--- config.mk ---
export PLATFORM = sky130hd
export DESIGN_NAME = gpio_out_sequencer
export DESIGN_NICKNAME = d
export VERILOG_FILES = /design/src/rtl/gpio_seq_pkg.sv /design/src/rtl/gpio_seq_prescaler.sv /design/src/rtl/gpio_out_sequencer.sv
export SDC_FILE = /design/constraint.sdc
export NUM_CORES = 1
export LEC_CHECK = 0
export ABC_AREA = 1
export CAP_MARGIN = 20
export CORE_ASPECT_RATIO = 1.25
export CORE_UTILIZATION = 61
export DETAILED_ROUTE_END_ITERATION = 6
export PLACE_DENSITY = 0.85
export REMOVE_ABC_BUFFERS = 1
export SETUP_SLACK_MARGIN = 0.5
export SYNTH_ARGS = -nofsm -noshare
export SYNTH_HDL_FRONTEND = slang
export SYNTH_SLANG_ARGS = --single-unit
export TNS_END_PERCENT = 30
--- constraint.sdc ---
create_clock -name CLK -period 4.76 [get_ports CLK]
set_input_delay 0.952 -clock CLK [delete_from_list [all_inputs] [get_ports CLK]]
set_output_delay 0.952 -clock CLK [all_outputs]
set_load 0.03 [all_outputs]
--- src/rtl/gpio_seq_pkg.sv ---
// Shared types and pattern generation for the GPIO output sequencer.
// The BOUNCE table is indexed by a dedicated 0..5 phase counter.
package gpio_seq_pkg;

  typedef enum logic {
    ST_IDLE = 1'b0,
    ST_RUN  = 1'b1
  } state_e;

  typedef enum logic [1:0] {
    MODE_WALK   = 2'd0,
    MODE_BOUNCE = 2'd1,
    MODE_BLINK  = 2'd2,
    MODE_COUNT  = 2'd3
  } mode_e;

  localparam int unsigned BOUNCE_LEN = 6;

  // Entry 0 sits in the least significant nibble.
  localparam logic [23:0] BOUNCE_LUT = {4'h2, 4'h4, 4'h8, 4'h4, 4'h2, 4'h1};

  function automatic logic [3:0] step_pattern(mode_e mode, logic [3:0] idx, logic [2:0] phase);
    logic [3:0] pat;
    pat = 4'h0;
    case (mode)
      MODE_WALK:   pat = 4'b0001 << idx[1:0];
      MODE_BOUNCE: pat = BOUNCE_LUT[{phase, 2'b00} +: 4];
      MODE_BLINK:  pat = idx[0] ? 4'h0 : 4'hF;
      MODE_COUNT:  pat = idx;
      default:     pat = 4'h0;
    endcase
    return pat;
  endfunction

endpackage

--- src/rtl/gpio_seq_prescaler.sv ---
// Step-rate divider: after load, tick fires once every prescale+1 cycles until cleared.
module gpio_seq_prescaler
  import gpio_seq_pkg::*;
#(
  parameter int PRESCALE_W = 16
) (
  input  logic                  clk,
  input  logic                  resetn,
  input  logic                  load,
  input  logic                  clear,
  input  logic [PRESCALE_W-1:0] prescale,
  output logic                  tick
);

  logic [PRESCALE_W-1:0] cnt_q;
  logic [PRESCALE_W-1:0] limit_q;
  logic                  active_q;

  assign tick = active_q && (cnt_q == limit_q);

  always_ff @(posedge clk) begin
    if (!resetn) begin
      cnt_q    <= '0;
      limit_q  <= '0;
      active_q <= 1'b0;
    end else if (clear) begin
      cnt_q    <= '0;
      active_q <= 1'b0;
    end else if (load) begin
      cnt_q    <= '0;
      limit_q  <= prescale;
      active_q <= 1'b1;
    end else if (active_q) begin
      cnt_q <= tick ? '0 : cnt_q + 1'b1;
    end
  end

endmodule

--- src/rtl/gpio_out_sequencer.sv ---
// Board GPIO driver: passes CPU_GPIO through in IDLE, plays a latched
// pattern (WALK/BOUNCE/BLINK/COUNT) in RUN; BUSY mirrors the FSM state.
module gpio_out_sequencer
  import gpio_seq_pkg::*;
#(
  parameter int PRESCALE_W = 16,
  parameter int STEP_W     = 8
) (
  input  logic                  CLK,
  input  logic                  RESETn,
  input  logic [3:0]            CPU_GPIO,
  input  logic                  PAT_START,
  input  logic                  PAT_STOP,
  input  logic [1:0]            PAT_MODE,
  input  logic [PRESCALE_W-1:0] PRESCALE,
  input  logic [STEP_W-1:0]     STEP_CNT,
  output logic [3:0]            GPIO_OUT,
  output logic                  BUSY,
  output logic                  DONE
);

  localparam logic [STEP_W-1:0] STEP_ONE = 1;

  // Control semantics: PAT_START is a level sampled each edge and acted on only
  // in IDLE; PAT_STOP acts only in RUN but also vetoes a same-edge start in IDLE.
  state_e             state_q, state_d;
  mode_e              mode_q, mode_d;
  logic [STEP_W-1:0]  steps_q, steps_d;
  logic [STEP_W-1:0]  step_q, step_d;
  logic [2:0]         phase_q, phase_d;
  logic [3:0]         gpio_q, gpio_d;
  logic               done_q, done_d;
  logic               load, clear, tick, last_step;

  gpio_seq_prescaler #(.PRESCALE_W(PRESCALE_W)) u_prescaler (
    .clk      (CLK),
    .resetn   (RESETn),
    .load     (load),
    .clear    (clear),
    .prescale (PRESCALE),
    .tick     (tick)
  );

  // STEP_CNT of zero disables self-termination; the index then simply wraps.
  assign last_step = (steps_q != '0) && (step_q == steps_q - STEP_ONE);

  always_comb begin
    state_d = state_q;
    mode_d  = mode_q;
    steps_d = steps_q;
    step_d  = step_q;
    phase_d = phase_q;
    gpio_d  = gpio_q;
    done_d  = 1'b0;
    load    = 1'b0;
    clear   = 1'b0;
    case (state_q)
      ST_IDLE: begin
        gpio_d = CPU_GPIO;
        clear  = 1'b1;
        if (PAT_START && !PAT_STOP) begin
          state_d = ST_RUN;
          load    = 1'b1;
          clear   = 1'b0;
          mode_d  = mode_e'(PAT_MODE);
          steps_d = STEP_CNT;
          step_d  = '0;
          phase_d = 3'd0;
          gpio_d  = step_pattern(mode_e'(PAT_MODE), 4'h0, 3'd0);
        end
      end
      ST_RUN: begin
        if (PAT_STOP || (tick && last_step)) begin
          state_d = ST_IDLE;
          done_d  = 1'b1;
          gpio_d  = CPU_GPIO;
          clear   = 1'b1;
        end else if (tick) begin
          step_d  = step_q + STEP_ONE;
          phase_d = (phase_q == 3'(BOUNCE_LEN - 1)) ? 3'd0 : phase_q + 3'd1;
          gpio_d  = step_pattern(mode_q, 4'(step_d), phase_d);
        end
      end
      default: state_d = ST_IDLE;
    endcase
  end

  always_ff @(posedge CLK) begin
    if (!RESETn) begin
      state_q <= ST_IDLE;
      mode_q  <= MODE_WALK;
      steps_q <= '0;
      step_q  <= '0;
      phase_q <= 3'd0;
      gpio_q  <= 4'h0;
      done_q  <= 1'b0;
    end else begin
      state_q <= state_d;
      mode_q  <= mode_d;
      steps_q <= steps_d;
      step_q  <= step_d;
      phase_q <= phase_d;
      gpio_q  <= gpio_d;
      done_q  <= done_d;
    end
  end

  assign GPIO_OUT = gpio_q;
  assign BUSY     = (state_q == ST_RUN);
  assign DONE     = done_q;

endmodule

Yosys cells after proc, flatten, opt, wreduce, memory -nomap -nowiden

Index checks and enable logic that the tools add are counted.

Register bits: 60
Input bits: 34
Output and inout bits: 6
Memories kept: 0
Latch bits: 0
Memory bits (read-only): 0
Logic and storage cells: 72
Bits in writable memories: 0

Bitwise operators: 3
Multipliers: 0
Mux-type cells: 24
Add/sub/neg operators: 4
Reductions and logical operators: 16
Shift-type cells: 2
Div/mod/pow operators: 0
$lt $le $gt $ge: 0
Equal/unequal tests: 13

Operator list:

| operator                                                    | count |
|---|---|
| 2-to-1 mux 8 bit                                            | 3 |
| variable part select 24 x 6 -> 4 bit (first input constant) | 1 |
| adder 16 x 1 -> 16 bit (second input constant)              | 1 |
| == test 16 bit                                              | 1 |
| 2-to-1 mux 16 bit                                           | 1 |
| 2-to-1 mux 4 bit                                            | 4 |
| one-hot mux 4 bit (4 select lines)                          | 1 |
| one-hot mux 8 bit (2 select lines)                          | 1 |
| 2-to-1 mux 3 bit                                            | 4 |
| one-hot mux 4 bit (3 select lines)                          | 1 |
| adder 8 x 1 -> 8 bit (second input constant)                | 1 |
| == test 2 bit (second input constant)                       | 4 |
| == test 8 bit                                               | 1 |
| one-hot mux 4 bit (2 select lines)                          | 1 |
| nonzero test 8 bit                                          | 1 |
| subtractor 8 x 1 -> 8 bit (second input constant)           | 1 |
| one-hot mux 3 bit (2 select lines)                          | 1 |
| AND reduction 2 bit                                         | 3 |
| 2-to-1 mux 1 bit                                            | 5 |
| == test 2 x 1 -> 1 bit (second input constant)              | 2 |
| logical AND 1 bit                                           | 4 |
| logical NOT 2 bit                                           | 2 |
| != test 2 bit (second input constant)                       | 2 |
| one-hot mux 1 bit (2 select lines)                          | 2 |
| other kinds (11)                                            | 14 |

Longest topological paths before layout

Depth after elaboration: 9
Mapped depth: 17

By module

From an unflattened synthesis, not the netlist that was laid out.

Cell total of the unflattened synthesis: 562
Area, all modules: 3,594.7 um2

Modules (own cells, without submodules):

| module             | cells an instance | area each (um2) | times used |
|---|---|---|---|
| gpio_out_sequencer | 301               | 1,861.8         | 1 |
| gpio_seq_prescaler | 261               | 1,732.9         | 1 |

Least setup slack after synthesis

Ideal clock, no wire load.

Path type: input port to flip-flop
Start point: input port PAT_STOP
End point: register u_prescaler.limit_q[10]
Cell stages on the path: 7
Path slack: 2.728 ns
Data required time: 4.632 ns
Setup time: 0.128 ns
Arrival: 1.904 ns
Path through: inv_1 nand2_1 nor2_1 clkinv_1 clkbuf_1 o21ai_0 a21oi_1

Cells in the longest elaborated chain, start to end: 6
Elaborated cells on any way between the ends: 10
Those cells by class: mux (5); bitwise (1); reduce/logical (4)

RTL lines:

| what                               | line                     | RTL |
|---|---|---|
| from (decl)                        | gpio_out_sequencer.sv:13 | `input logic PAT_STOP,` |
| logical NOT 1 bit                  | gpio_out_sequencer.sv:61 | `if (PAT_START && !PAT_STOP) begin` |
| logical AND 1 bit                  | gpio_out_sequencer.sv:61 |  |
| 2-to-1 mux 1 bit                   | gpio_out_sequencer.sv:61 |  |
| one-hot mux 1 bit (2 select lines) | gpio_out_sequencer.sv:57 | `case (state_q)` |
| inverter 1 bit (no line)           | --                       |  |
| AND reduction 2 bit (no line) *    | --                       |  |
| to (signal assigned)               | gpio_seq_prescaler.sv:31 | `limit_q <= prescale;` |
| to (decl)                          | gpio_seq_prescaler.sv:16 | `logic [PRESCALE_W-1:0] limit_q;` |

Mark *: on every way between the ends. The rest lies on a longest branch, timed or not.
A chain may end at the register's enable or synchronous reset.

Worst setup path in the final report

Start point: register state_q (netlist: BUSY)
End point: output port BUSY

RTL lines:

| what                   | line                     | RTL |
|---|---|---|
| from (decl)            | gpio_out_sequencer.sv:26 | `state_e state_q, state_d;` |
| from (signal assigned) | gpio_out_sequencer.sv:98 | `state_q <= state_d;` |
| to (decl)              | gpio_out_sequencer.sv:18 | `output logic BUSY,` |

No word-level cell between the ends.

==> impl_metrics.json <==
{
  "layout_commonest_cell": "nand2_1",
  "syn_area_um2": 3610,
  "switching_share_pct": 27.8,
  "placed_cells": 661,
  "synthXorXnorAreaFrac_pct": 2.18,
  "dr.pass1.iters": 5,
  "use_met3_pct": 4.14,
  "synth_top_family_by_area": "simple AND/OR/NAND/NOR gates",
  "fillCellCount": 451,
  "post-dp-hpwl_um": 6080,
  "cts_tree": "done",
  "rows": 30,
  "power_uw": 1290,
  "gpl.final_weighted_congestion": 0.865,
  "grt_busiest_layer": "met2",
  "holdWs_ns": 0.476,
  "synth_compound_area_share_pct": 11.8,
  "use_met1_pct": 31.3,
  "drive_above_1_share_pct": 8.32,
  "worst_clock_skew_ns": 0.0113,
  "die_w_um": 70.8,
  "synth_cells": 573,
  "clkPwrFrac_pct": 39.9,
  "worst_slew_pin_slew_ns": 0.686,
  "cp_cell_sequence": "clkdlybuf4s50_1",
  "vdd_drop_max_uv": 182,
  "critPathMaxFanout": 16,
  "p_switching_uw": 358,
  "worstPathArrival_ns": 1.89,
  "clk_latency_ns": 0.34,
  "avgSynthCellArea_um2": 6.30,
  "grt_pass1_vias": 3397,
  "via_per_inst": 5.40,
  "grt_pass1_wl_um": 14400,
  "synth_warnings": 0,
  "hold_buffers": 0,
  "nNetsFinal": 649,
  "clock_sinks": 60,
  "final.setup.tns_ns": 0,
  "slew_viol_final": 0,
  "outcome": "finished, final reports clean",
  "relSlewSlack_pct": 54.1,
  "drt_iter0_drc": 203,
  "cts_root_buf": "clkbuf_8",
  "cp-end-kind": "output pin",
  "antenna_found_initial": 0,
  "synthAdderAreaFrac_pct": 2.43,
  "h-tree-depth": 3,
  "drc": 0,
  "synth_cell_types": 34,
  "async_reset_ff_share_pct": 0,
  "ant_nets": 0,
  "hold_class": "reg2reg",
  "die_area_um2": 6230,
  "n_antenna_cell": 0,
  "synth-edff-count": 0,
  "core_area_um2": 5560,
  "finalCritPeriodShare_pct": 59.6,
  "port_buffers": 39,
  "cp_num_buf_inv": 1,
  "crit_required_ns": 3.81,
  "start_util_pct": 65.0,
  "clkTransAtPathRegs_ns": 0.07,
  "cts_resized": 0,
  "cell_internal_pwr_uw": 928,
  "grt_start_max_net_pins": 54,
  "p_seq_share_pct": 43.0,
  "grt-ovfl-total": 0,
  "ys.flop_type": "dfxtp_1",
  "final_hold_viol_count": 0,
  "setup_viol_count_final": 0,
  "num_io_pins": 40,
  "rsz0062_at_grt": "no",
  "vias": 3653,
  "worstSetupPathType": "reg2out",
  "fmax_mhz": 352,
  "postCtsSetupRepairBufs": 0,
  "synth-simple-area-share_pct": 40.1,
  "die_h_um": 88.0,
  "start_kind": "register",
  "area_growth_pct": 17.1,
  "combPwrFrac_pct": 17.2,
  "critPathMaxStageDelay_ns": 0.80,
  "synth_mux_area_share_pct": 0,
  "synth_seq_cells": 60,
  "grt_usage_pct": 29.2,
  "finalCriticalPeriod_ns": 2.84,
  "clock_path_buffers": 2,
  "crit_slowest_cell": "clkdlybuf4s50_1",
  "power_density_nw_per_um2": 304,
  "layout_common_cells": "nand2_1, nor2_1, inv_1",
  "post_drt_wl_per_cell_um": 12.7,
  "use_met2_pct": 54.9,
  "yosysSeqAreaShare_pct": 33.3,
  "routed_wl_um": 8610,
  "p_leak_uw": 0.00186,
  "maxCapViolCount": 0,
  "critPathTopFamily": "buffers and inverters",
  "instances_no_fill": 677,
  "cts_buffers": 9
}
flip-flops by register name (all words and copies together), names as in the netlist:
| name | flops |
|---|---|
| mode_q | 2 |
| GPIO_OUT | 4 |
| DONE | 1 |
| steps_q | 8 |
| step_q | 8 |
| u_prescaler.active_q | 1 |
| BUSY | 1 |
| phase_q | 3 |
| u_prescaler.cnt_q | 16 |
| u_prescaler.limit_q | 16 |
cells in the mapped netlist, types with 3 or more instances:
| cell type | count | area share [%] |
|---|---|---|
| nand2_1 | 176 | 18 |
| nor2_1 | 65 | 6.8 |
| inv_1 | 62 | 6.4 |
| dfxtp_1 | 60 | 33 |
| nand3_1 | 44 | 6.1 |
| a21oi_1 | 42 | 5.8 |
| o21ai_0 | 29 | 4.0 |
| clkbuf_1 | 11 | 1.1 |
| inv_2 | 11 | 1.1 |
| nor3_2 | 11 | 3.1 |
| xor2_1 | 8 | 1.9 |
| ha_1 | 7 | 2.4 |
| nand3b_1 | 6 | 1.2 |
| a211oi_1 | 4 | 0.83 |
| nand4_1 | 4 | 0.69 |
| nor3_1 | 4 | 0.55 |
| o21ai_1 | 3 | 0.42 |
| or2_2 | 3 | 0.52 |
power by group through the flow:
stage / combinational, µW / clock [µW] / sequential, µW
5_1_grt: 250 / 540 / 555
3_3_place_gp: 210 / 0 / 562
3_5_place_dp: 217 / 0 / 563
6_report: 221 / 512 / 552
4_1_cts: 220 / 515 / 552
2_1_floorplan: 139 / 0 / 563
metal layers:
metal  share of wire, %  wire [µm]
met5                  0          0
met4                3.0        262
met3                2.8        240
met2                 52       4440
met1                 43       3660
worst min-delay path: cells and delay by family, from the launching register on:
kind / cells / cell delay, ns
flip-flops: 1 / 0.31
AO/OA/AOI/OAI: 1 / 0.06
buffers and inverters: 1 / 0.06
per-stage QoR:
step,instance area [µm²],util [%],setup slack [ns]
4_1_cts,4220,76.0,1.95
3_5_place_dp,4010,72.1,2.08
5_1_grt,4220,76.0,1.86
3_3_place_gp,4010,72.1,2.17
6_report,4220,76.0,1.92
2_1_floorplan,3520,-,1.94
area by class of cell:
class                   count  area (µm²)  area share (%)
multi-input cells         421        2040            48.3
repair buffers             41         405            9.60
clock inverters             4        72.6            1.72
flip-flops and latches     60        1200            28.4
inverters                  75         282            6.66
well taps                  64        80.1            1.90
clock buffers              12         145            3.44
logic make-up after synthesis:
logic type               Yosys count
flip-flops                        60
buffers and inverters             92
XOR/XNOR                           9
adder cells (fa/ha/maj)            7
AO/OA/AOI/OAI                     81
AND/OR/NAND/NOR                  324
final timing paths:
| check | startpoint | end | slack, ns | cells past startpoint |
|---|---|---|---|---|
| max reg2reg | u_prescaler.cnt_q[1] | step_q[2] | 2.19 | 12 |
| min | u_prescaler.limit_q[10] | u_prescaler.limit_q[10] | 0.48 | 2 |
| max | BUSY | BUSY | 1.92 | 1 |
| min reg2reg | u_prescaler.limit_q[10] | u_prescaler.limit_q[10] | 0.48 | 2 |
Note: power is estimated with default switching activity, not from simulation.
